**src/rtl/aes_pkg.sv**
```systemverilog
// Shared AES output-path definitions: default widths, serializer FSM state
// type and lane-count helper.
package aes_pkg;

  localparam int AES_BLOCK_W = 128;
  localparam int AES_BYTE_W  = 8;

  typedef enum logic {
    IDLE = 1'b0,
    SEND = 1'b1
  } aes_state_e;

  function automatic int lane_count(input int block_w, input int lane_w);
    return block_w / lane_w;
  endfunction

endpackage

```
**src/rtl/aes_lane_sel.sv**
```systemverilog
// Combinational lane selector: picks lane i_idx out of a block, counting
// lanes from the MSB end or the LSB end depending on MSB_FIRST.
module aes_lane_sel
  import aes_pkg::*;
#(
  parameter int BLOCK_W   = AES_BLOCK_W,
  parameter int LANE_W    = AES_BYTE_W,
  parameter bit MSB_FIRST = 1'b1
) (
  input  logic [BLOCK_W-1:0]                              i_block,
  input  logic [$clog2(lane_count(BLOCK_W, LANE_W))-1:0] i_idx,
  output logic [LANE_W-1:0]                               o_lane
);

  localparam int NLANES = lane_count(BLOCK_W, LANE_W);

  // Unrolled mux keeps every part-select constant, so no index arithmetic
  // can ever reach outside the block.
  always_comb begin
    o_lane = '0;
    for (int i = 0; i < NLANES; i++) begin
      if (int'(i_idx) == i) begin
        if (MSB_FIRST) o_lane = i_block[BLOCK_W-1-i*LANE_W -: LANE_W];
        else           o_lane = i_block[i*LANE_W +: LANE_W];
      end
    end
  end

endmodule

```
**src/rtl/aes_block_serializer.sv**
```systemverilog
// Pops BLOCK_W-bit words from a first-word-fall-through FIFO and streams them
// as LANE_W-bit lanes over a valid/ready link, back-to-back with no bubbles.
module aes_block_serializer
  import aes_pkg::*;
#(
  parameter int BLOCK_W   = AES_BLOCK_W,
  parameter int LANE_W    = AES_BYTE_W,
  parameter bit MSB_FIRST = 1'b1
) (
  input  logic               clk,
  input  logic               rst_n,
  input  logic               en,
  input  logic [BLOCK_W-1:0] data,
  input  logic               empty,
  output logic               require,
  output logic               lane_valid,
  input  logic               lane_ready,
  output logic [LANE_W-1:0]  tx,
  output logic               sof,
  output logic               eof,
  output logic               lane_toggle,
  output logic               busy,
  output aes_state_e         dbg_state
);

  localparam int NLANES = lane_count(BLOCK_W, LANE_W);
  localparam int IDX_W  = $clog2(NLANES);
  localparam logic [IDX_W-1:0] LAST_IDX = IDX_W'(NLANES - 1);

  // Link handshake: a lane moves on a rising edge where en, lane_valid and
  // lane_ready are all high; tx/sof/eof hold while lane_valid waits on ready.
  aes_state_e          r_state;
  aes_state_e          w_state_nxt;
  logic [IDX_W-1:0]    r_idx;
  logic [IDX_W-1:0]    w_idx_nxt;
  logic [BLOCK_W-1:0]  r_block;
  logic                r_toggle;
  logic                w_pop;
  logic                w_xfer;
  logic                w_last;
  logic [LANE_W-1:0]   w_lane;

  aes_lane_sel #(
    .BLOCK_W  (BLOCK_W),
    .LANE_W   (LANE_W),
    .MSB_FIRST(MSB_FIRST)
  ) u_lane_sel (
    .i_block(r_block),
    .i_idx  (r_idx),
    .o_lane (w_lane)
  );

  assign w_last = (r_idx == LAST_IDX);
  assign w_xfer = en & lane_valid & lane_ready;

  always_comb begin
    w_state_nxt = r_state;
    w_idx_nxt   = r_idx;
    w_pop       = 1'b0;
    case (r_state)
      IDLE: begin
        if (en && !empty) begin
          w_pop       = 1'b1;
          w_idx_nxt   = '0;
          w_state_nxt = SEND;
        end
      end
      SEND: begin
        if (w_xfer) begin
          if (!w_last) begin
            w_idx_nxt = r_idx + 1'b1;
          end else if (!empty) begin
            // Refill on the last-lane transfer so the next block starts
            // immediately.
            w_pop     = 1'b1;
            w_idx_nxt = '0;
          end else begin
            w_state_nxt = IDLE;
          end
        end
      end
      default: w_state_nxt = IDLE;
    endcase
  end

  always_ff @(posedge clk or negedge rst_n) begin
    if (!rst_n) begin
      r_state  <= IDLE;
      r_idx    <= '0;
      r_block  <= '0;
      r_toggle <= 1'b0;
    end else begin
      r_state <= w_state_nxt;
      r_idx   <= w_idx_nxt;
      if (w_pop)  r_block  <= data;
      if (w_xfer) r_toggle <= ~r_toggle;
    end
  end

  // The pop is combinational from IDLE, so reset must mask it directly.
  assign require     = rst_n & w_pop;
  assign busy        = (r_state == SEND);
  assign lane_valid  = en & busy;
  assign tx          = busy ? w_lane : '0;
  assign sof         = lane_valid & (r_idx == '0);
  assign eof         = lane_valid & w_last;
  assign lane_toggle = r_toggle;
  assign dbg_state   = r_state;

endmodule

```
**config.mk**
```make
export PLATFORM = sky130hd
export DESIGN_NAME = aes_block_serializer
export DESIGN_NICKNAME = d
export VERILOG_FILES = /design/src/rtl/aes_pkg.sv /design/src/rtl/aes_lane_sel.sv /design/src/rtl/aes_block_serializer.sv
export SDC_FILE = /design/constraint.sdc
export NUM_CORES = 1
export LEC_CHECK = 0
export CELL_PAD_IN_SITES_DETAIL_PLACEMENT = 0
export CELL_PAD_IN_SITES_GLOBAL_PLACEMENT = 1
export CORE_AREA = 2 2 145 112
export DETAILED_ROUTE_END_ITERATION = 10
export DIE_AREA = 0 0 147 114
export GPL_ROUTABILITY_DRIVEN = 0
export PLACE_DENSITY = 0.88
export REMOVE_ABC_BUFFERS = 1
export SYNTH_ARGS = -nofsm -noshare
export SYNTH_HDL_FRONTEND = slang
export SYNTH_SLANG_ARGS = --single-unit
```
**constraint.sdc**
```tcl
create_clock -name clk -period 4.7 [get_ports clk]
set_input_delay 1.41 -clock clk [delete_from_list [all_inputs] [get_ports clk]]
set_output_delay 1.41 -clock clk [all_outputs]
set_load 0.01 [all_outputs]
```
==> summary.txt <==
STA
  – Max Clock Freq: roughly 210 MHz
  – Fin Hold WS: 0.483 ns
  – Slew Viols, Final: 0
  – PnR worst setup slack: 0.0387 ns
  – Setup Viol. Count Final: 0
  – Max_slew headroom: 0.388
  – Clk_skew: approximately 0.0083 ns
  – Worst-Margin Slew: between 0.9 and 1 ns
  – Tmin final: between 4 and 5 ns
  – Setup TNS: 0 ns
  – Tcrit/Tclk final: 0.992
  – Final hold vios: 0

Place
  – Area after DPL: between 8000 and 9000 um2
  – DP HPWL: approximately 13000 um
  – Dpl ws: 0.279 ns
  – PortBufs: 147
  – DP Cell Count: 884

Critical path
  – CP max FO: 12
  – Critical path capture point type: output pin
  – Reg-to-reg startpoint: r_idx[1]$_DFFE_PN0P_
  – Worst reg2reg path depth: 8
  – Worst reg-to-reg setup slack: ~1.2 ns
  – Critical path type: register to output pin
  – Worst EP required: ~3.3 ns
  – Worst setup SP type: register
  – RR Endpoint: r_block[70]$_DFFE_PN0P_
  – Arr. time, crit path: 3.25 ns

Power and ir drop
  – Maximum vdd drop: about 250 uV
  – Leakage: ~0.0037 uW
  – Pwr/cell area: just over 600 nW/um2

Synth
  – EDFF count, synth: 0
  – Synthesized area: roughly 6500 um2
  – Prevailing post-synth register cell: dfrtp_1
  – Yosys reg bits: around 130
  – Synth async-reset ratio: 1.00
  – Synth warn: 0
  – Yosys cell types: 50
  – Post-Synthesis Cells: between 500 and 600
  – Avg Inst Size Synth: around 12 um2
  – Register area share after synthesis: 0.516

Detailed routing
  – Vias: ~5.1k
  – Post-route ant nets: 0
  – Iteration-0 DRC Markers: about 360
  – Via/cell ratio: ~5.5
  – First drt pass iteration count: 4
  – Drc violations: 0
  – Post-Route WL: around 18000 um
  – DR WL/cell: slightly below 20 um

Clock network
  – CTS max path bufs: 2
  – CTS Buf Count: 17
  – Resized cells post-CTS: 1
  – Postcts setup bufs: 0
  – Root buf cell: clkbuf_16
  – Clock Sinks: between 100 and 150
  – CTS HTree Levels: 4
  – Clock-pin slew on the worst setup and hold paths: approximately 0.060 ns
  – CTS tree: done
  – Cts hold-fix bufs: 0
  – Clock Latency Late Sink: ~0.42 ns

GRT
  – First-pass GRT wire length: between 20000 and 30000 um
  – Initial antenna violation count: 0
  – Maximum number of pins on one net before global-route repair: 73
  – GRT Resource Usage Total: 0.221
  – Vias in the first global route: between 5k and 6k
  – Grt ovf: 0

Die
  – Core ar.: 15500 um2
  – Die X: about 150 um
  – Num ports: 148
  – Std cell rows: 40
  – Initial Util: 0.419
  – Chip height: ~110 um
  – Die area: roughly 17000 um2

Hold path
  – Min-delay src: r_block[11]$_DFFE_PN0P_
  – Hold Path Sink: r_block[11]$_DFFE_PN0P_
  – Hold Path Cell Cnt: 1
  – HP Class: register to register

Layout
  – Non-Filler Instances: between 900 and 1k
  – Area of the multi-input gates: between 2000 and 3000 um2
  – FF+latch area: ~3400 um2
  – P&R area growth vs syn: 34.6%
  – Most frequent cells in the layout: 146 x clkdlybuf4s50_1, 133 x dfrtp_1, 76 x mux2_1
  – N_diodes: 0
  – FILL cells: 1316
  – Most common cell after layout, fill and taps aside: clkdlybuf4s50_1
  – Share of layout cells above drive strength 1: 0.142
  – Layout Nets: between 800 and 900
  – Post-route cell area: between 8000 and 9000 um2

Run status
  – Run status: finished, final reports clean

Run
  – # Max-Cap Violations: 0
sequential cells by signal (all words and copies together), names as in the netlist:
signal / flops
busy: 1
r_block: 128
lane_toggle: 1
r_idx: 4
power by group:
part	switching, uW	internal (uW)	leakage (uW)	total [uW]
combinational	999	1030	0.00178	2030
clock	508	864	0.000293	1370
sequential	355	1690	0.00167	2050
total	1860	3590	0.00375	5450
routing by layer:
metal / vias to the layer above / part of all wire / track usage
met1: 2548 / 0.47 / 0.311
met4: 0 / 0.012 / 0.0481
met3: 20 / 0.062 / 0.0572
li1: 2304 / - / -
met5: - / 0 / 0
met2: 196 / 0.46 / 0.349
per-stage QoR:
stage / total power [uW] / util
after floorplan: 3130 / -
after global placement: 3970 / 0.524
after detailed placement: 4070 / 0.524
after CTS: 5450 / 0.563
after global routing: 5750 / 0.564
final: 5450 / 0.564
worst max-delay path by stage:
| stage | start | to | slack [ns] | depth (start not counted) |
|---|---|---|---|---|
| finish | r_idx[0]$_DFFE_PN0P_ | tx[0] | 0.04 | 9 |
| CTS | r_idx[0]$_DFFE_PN0P_ | tx[2] | 0.03 | 9 |
| global route | r_idx[0]$_DFFE_PN0P_ | tx[4] | -0.008 | 9 |
| floorplan | empty | require | -2.18 | 3 |
| global placement | en | sof | 0.27 | 4 |
| detailed placement | en | sof | 0.28 | 4 |
worst max-delay path, stage by stage, from the launching register on:
cell             delay, ns
dfrtp_1               0.42
inv_1                 0.13
ha_2                  0.26
nor2b_1               0.15
buf_4                 0.20
a221oi_1              0.33
o221ai_1              0.21
a21oi_1               0.43
o22ai_1               0.20
clkdlybuf4s50_1       0.51
cell type report:
type | instances | share of cell area
Inverter | 22 | 0.00944
Timing Repair Buffer | 164 | 0.184
Tap cell | 210 | 0.0300
Clock buffer | 21 | 0.0526
Clock inverter | 11 | 0.0172
Multi-Input combinational cell | 354 | 0.323
Sequential cell | 134 | 0.383
cell usage after synthesis, drive strengths merged (2+ instances only):
| library cell | n | area share |
|---|---|---|
| clkbuf | 11 | 0.0063 |
| a221oi | 9 | 0.012 |
| a211o | 2 | 0.0027 |
| o21bai | 5 | 0.0058 |
| o22a | 5 | 0.0067 |
| nand3 | 4 | 0.0031 |
| dfrtp | 134 | 0.52 |
| a32oi | 9 | 0.012 |
| inv | 21 | 0.012 |
| o211a | 5 | 0.0077 |
| nand2b | 6 | 0.0058 |
| nand4 | 2 | 0.0019 |
| nor2 | 21 | 0.014 |
| a22oi | 7 | 0.0081 |
| o21ai | 34 | 0.026 |
| nand2 | 25 | 0.014 |
| mux2 | 117 | 0.20 |
| a21boi | 5 | 0.0058 |
| nor2b | 4 | 0.0038 |
| and2 | 2 | 0.0019 |
| a221o | 2 | 0.0031 |
| nor3 | 4 | 0.0038 |
| buf | 29 | 0.033 |
| ha | 4 | 0.0077 |
| xor2 | 2 | 0.0027 |
| nand3b | 2 | 0.0023 |
| and3 | 2 | 0.0019 |
| a21oi | 28 | 0.022 |
| o22ai | 22 | 0.021 |
| o211ai | 7 | 0.0081 |
| o221ai | 2 | 0.0027 |
| a22o | 7 | 0.0094 |
cell families after synthesis:
family,count (synthesis),share of synthesized area
muxes,117,0.203
AOI/OAI and AO/OA,154,0.160
DFF,134,0.516
and+or+nand+nor,76,0.0577
buffers and inverters,62,0.0520
adders and majority gates,4,0.00770
xor gates and xnor gates,3,0.00404
No activity file was read; power rests on OpenSTA's default activity.
